$ cat src/rtl/serial_adder_sub.sv
// Bit-serial two's-complement adder/subtractor: one full-adder cell, LSB first,
// WIDTH cycles per operation, start/busy/done handshake.
//
// state   | meaning
// --------+-------------------------------------------------------------
// IDLE    | waiting for start; outputs hold the last completed result
// RUN     | one bit per cycle through the full-adder cell, WIDTH cycles
// DONE    | one-cycle done pulse; a start here launches the next op directly
module serial_adder_sub #(
  parameter int WIDTH = 8
) (
  input  logic             clk,
  input  logic             rst,
  input  logic             start,
  input  logic [WIDTH-1:0] a,
  input  logic [WIDTH-1:0] b,
  input  logic             sel,
  output logic [WIDTH-1:0] result,
  output logic             cout,
  output logic             overflow,
  output logic             busy,
  output logic             done
);

  localparam int CW = (WIDTH > 2) ? $clog2(WIDTH) : 1;
  localparam logic [CW-1:0] LAST_BIT = CW'(WIDTH - 1);

  localparam logic [1:0] ST_IDLE = 2'd0;
  localparam logic [1:0] ST_RUN  = 2'd1;
  localparam logic [1:0] ST_DONE = 2'd2;

  logic [1:0]       state_q,  state_d;
  logic [WIDTH-1:0] a_sh_q,   a_sh_d;
  logic [WIDTH-1:0] b_sh_q,   b_sh_d;
  logic [WIDTH-1:0] sum_q,    sum_d;
  logic [CW-1:0]    cnt_q,    cnt_d;
  logic             op_q,     op_d;
  logic             carry_q,  carry_d;
  logic [WIDTH-1:0] result_q, result_d;
  logic             cout_q,   cout_d;
  logic             ovf_q,    ovf_d;

  logic             y_bit;
  logic             s_bit;
  logic             c_next;
  logic             accept;
  logic [WIDTH-1:0] sum_shifted;

  // Full-adder cell; subtraction inverts B here and injects +1 via the carry flop.
  always_comb begin
    y_bit       = b_sh_q[0] ^ op_q;
    s_bit       = a_sh_q[0] ^ y_bit ^ carry_q;
    c_next      = (a_sh_q[0] & y_bit) | (a_sh_q[0] & carry_q) | (y_bit & carry_q);
    sum_shifted = {s_bit, sum_q[WIDTH-1:1]};
    accept      = start && (state_q != ST_RUN);
  end

  always_comb begin
    state_d  = state_q;
    a_sh_d   = a_sh_q;
    b_sh_d   = b_sh_q;
    sum_d    = sum_q;
    cnt_d    = cnt_q;
    op_d     = op_q;
    carry_d  = carry_q;
    result_d = result_q;
    cout_d   = cout_q;
    ovf_d    = ovf_q;

    case (state_q)
      ST_IDLE, ST_DONE: begin
        if (accept) begin
          state_d = ST_RUN;
          a_sh_d  = a;
          b_sh_d  = b;
          op_d    = sel;
          carry_d = sel;
          cnt_d   = '0;
        end else begin
          state_d = ST_IDLE;
        end
      end
      ST_RUN: begin
        a_sh_d  = a_sh_q >> 1;
        b_sh_d  = b_sh_q >> 1;
        sum_d   = sum_shifted;
        carry_d = c_next;
        cnt_d   = cnt_q + CW'(1);
        if (cnt_q == LAST_BIT) begin
          // carry_q is the carry into the MSB on this step
          state_d  = ST_DONE;
          result_d = sum_shifted;
          cout_d   = c_next;
          ovf_d    = carry_q ^ c_next;
        end
      end
      default: state_d = ST_IDLE;
    endcase
  end

  always_ff @(posedge clk) begin
    if (rst) begin
      state_q  <= ST_IDLE;
      a_sh_q   <= '0;
      b_sh_q   <= '0;
      sum_q    <= '0;
      cnt_q    <= '0;
      op_q     <= 1'b0;
      carry_q  <= 1'b0;
      result_q <= '0;
      cout_q   <= 1'b0;
      ovf_q    <= 1'b0;
    end else begin
      state_q  <= state_d;
      a_sh_q   <= a_sh_d;
      b_sh_q   <= b_sh_d;
      sum_q    <= sum_d;
      cnt_q    <= cnt_d;
      op_q     <= op_d;
      carry_q  <= carry_d;
      result_q <= result_d;
      cout_q   <= cout_d;
      ovf_q    <= ovf_d;
    end
  end

  assign result   = result_q;
  assign cout     = cout_q;
  assign overflow = ovf_q;
  assign busy     = (state_q == ST_RUN);
  assign done     = (state_q == ST_DONE);

endmodule

$ cat config.mk
export PLATFORM = sky130hd
export DESIGN_NAME = serial_adder_sub
export DESIGN_NICKNAME = d
export VERILOG_FILES = /design/src/rtl/serial_adder_sub.sv
export SDC_FILE = /design/constraint.sdc
export NUM_CORES = 1
export LEC_CHECK = 0
export CAP_MARGIN = 20
export CORE_MARGIN = 8
export CORE_UTILIZATION = 45
export DETAILED_ROUTE_END_ITERATION = 10
export HOLD_SLACK_MARGIN = 0.12
export PLACE_DENSITY = 0.79
export SYNTH_ARGS = -nofsm -noshare
export SYNTH_HDL_FRONTEND = slang
export SYNTH_SLANG_ARGS = --single-unit
$ cat constraint.sdc
create_clock -name clk -period 1.4 [get_ports clk]
set_clock_uncertainty 0.1 [all_clocks]
set_input_delay 0.28 -clock clk [delete_from_list [all_inputs] [get_ports clk]]
set_output_delay 0.28 -clock clk [all_outputs]
set_load 0.05 [all_outputs]
==> metrics.txt <==
Hold Vio Cnt, Final=0; Pint=0.001647 W; DP HPWL=2396 um; FMAX=688.9 MHz; Power Density=924.6 nW/um2; setup slack at placement=-259.9 ps; Tmin final=1452 ps; Clk Latency, worst-skew pair=between 300 and 400 ps; Warnings, synthesis=0; Post-synth EDFFs=0; DR vias=~1500; IO buf count=31; share of layout cells above drive strength 1=30.61%; vias per cell=roughly 5.3; Fill cells=225; Cell Chain, Critical Path=nand2b_4, inv_4, buf_12; final instance area=2436 um2; top cells by area, synth=dfxtp_1 50%, nand2_1 14%, a311oi_1 7.6%; routed wire length=between 4000 and 5000 um; wire per inst=approximately 14 um; Async S/R FF share, synth=0%; clk sink count=40; die span in y=about 76 um; count leader, synth=nand2_1; Cell Area, Synth=1610 um2; Layout Nets=about 270; Initial Utilization=a little under half; outcome=finished, violations left; Reg clk slew, reported paths=between 100 and 150 ps; Logic pwr share=a little under a fifth; first-pass GRT wire length=6175 um; Syn Area/Cell=between 8 and 9 um2; CTS Hold Buffers Added=0; Rows=21; Max-Cap Viols=0; clock tree buffer depth=2; drt pass-1 iters=5; Mapped Cells=197; die area=~5700 um2; vias in the first global route=between 1000 and 1500; Worst Path Required=1020 ps; Worst Tran Pin Value=282.2 ps; Final period util=103.7%; top cell type's share of synthesized area=around 50%; DR DRC count=0; Clock Power Share=26.8%; power share of the sequential group=a little under three fifths; routability-driven placement congestion ratio=0.7352; Setup TNS=-102.2 ps; area leader, netlist=dfxtp_1; RSZ-0062 raised after global routing=yes; initial antenna violation count=0; Max FO, Critical Path=4; global route overflow=0; prevailing post-synth register cell=dfxtp_1; CTS tree=yes; DRT iter0 DRCs=about 110; max-slew headroom at the worst pin=81.19%; post-synthesis register bit count=40; peak supply drop=approximately 0.00055 V; Die Wd=75.82 um; Std-Cell Core Area=3390 um2; Slew Limit Fails=0; failing checks=setup timing; classification of the worst setup path=reg -> out; IO Count=32; Global Route Usage Sum=14.45%; CTS H-Tree Depth=2; HP Class=reg -> reg; Routed Antenna Nets=0; Lkg Pwr=0.9043 nW; Sw Share=26.86%; register area share after synthesis=between 40% and 50%; post-route worst setup slack=-51.56 ps; Post-synth top cells=62 x nand2_1, 40 x dfxtp_1, 21 x a21oi_1; kind of end point of the critical path=output port; type of origin of the critical path=flop; diode count=0; max incr delay on CP=360 ps; post-synth cell types=22; Final Setup Violations=5; TritonCTS Buffers=5; largest net degree at the start of global routing=41; Psw=roughly 0.0006 W; Layout area overhead=51.28%; Cell Area, Placed=2136 um2; Root Buffer=clkbuf_4; post-synthesis net count=220; Arr. time, crit path=about 1100 ps; Slowest-stage cell, CP=dfxtp_2
[power groups by stage]
| stage | sequential (W) | combinational (W) | clock, W |
|---|---|---|---|
| detailed placement | 0.00125 | 0.000328 | 0 |
| CTS | 0.00124 | 0.000353 | 0.000620 |
| finish | 0.00124 | 0.000409 | 0.000604 |
| floorplan | 0.00125 | 0.000203 | 0 |
| global placement | 0.00125 | 0.000321 | 0 |
| global route | 0.00125 | 0.000441 | 0.000672 |
[critical path: cells and delay by family, from the launching register on]
kind,cells,cell delay [ps]
buffers and inverters,2,200
AND/OR/NAND/NOR,1,160
flip-flops,1,360
[cell type report]
class | count | area [um2] | area share [%]
clock buffers | 6 | 51.30 | 2.106
clock inverters | 2 | 10.01 | 0.4109
inverters | 3 | 13.76 | 0.5650
multi-input cells | 139 | 832.0 | 34.16
flip-flops and latches | 40 | 809.5 | 33.23
well taps | 46 | 57.56 | 2.363
repair buffers | 55 | 661.9 | 27.17
[layout by cell type, fill, tap and decap left out]
cell type and instances:
nand2b_4 1, a311oi_2 3, nand2b_1 1, a21oi_2 5, nand2_2 5, inv_1 2
nor2b_4 1, nand2_1 57, clkdlybuf4s50_1 19, fa_2 1, clkinv_2 2, dfxtp_2 4
a211oi_1 2, a21oi_1 16, clkbuf_4 5, dfxtp_4 1, inv_4 1, a2bb2oi_1 1
clkbuf_8 1, xnor2_2 2, buf_2 1, clkbuf_16 1, dfxtp_1 35, o21a_1 1
a211oi_2 1, ha_4 2, buf_6 3, and3b_2 1, nand3b_1 1, buf_12 14
buf_4 17, nor2_1 18, nor2_2 1, nand3_1 6, nand2b_2 1, nor2b_2 1
a311oi_1 11
[logic make-up after synthesis]
logic type | Yosys count | synth area share, %
AND/OR/NAND/NOR | 94 | 23.70
AO/OA/AOI/OAI | 40 | 16.55
flip-flops | 40 | 49.73
buffers and inverters | 18 | 6.139
adder cells (fa/ha/maj) | 3 | 2.797
XOR/XNOR | 2 | 1.088
[sequential cells by signal (all words and copies together) (netlist names)]
signal and flops:
a_sh_q 8, b_sh_q 8, result 8, sum_q 7
cnt_q 3, state_q 2, carry_q 1, cout 1
op_q 1, overflow 1
[routing by layer]
layer | wire [um] | up-vias | global-route usage (%)
li1 | - | 757 | -
met1 | 1661 | 731 | 15.37
met2 | 2245 | 40 | 24.62
met3 | 222 | 10 | 3.684
met4 | 89 | 0 | 9.595
met5 | 0 | - | 0
[path summary, 6_finish.rpt]
| kind | from | endpoint | slack (ps) | cells after the start |
|---|---|---|---|---|
| setup / recovery | state_q[1] | busy | -50 | 3 |
| hold / removal | sum_q[1] | sum_q[1] | 360 | 2 |
| setup reg to reg | state_q[1] | sum_q[6] | -20 | 5 |
| hold reg to reg | sum_q[1] | sum_q[1] | 360 | 2 |
[timing repair]
action,CTS,global route
endpoints found under the setup margin,14,28
cloned,1,2
resized for setup,25,15
setup buffers,4,5
hold endpoints to repair,0,0
pin swaps,5,8
[metrics by stage]
step	hold WS (ps)	power, W	std cells	util, %
final	362.9	0.002252	291	71.87
after global routing	386.2	0.002360	291	71.87
after CTS	360.5	0.002208	284	68.29
after detailed placement	346.8	0.001582	272	63.01
after global placement	338.9	0.001575	272	63.01
after floorplan	316.0	0.001449	197	-
(Power assumes the default switching activity.)
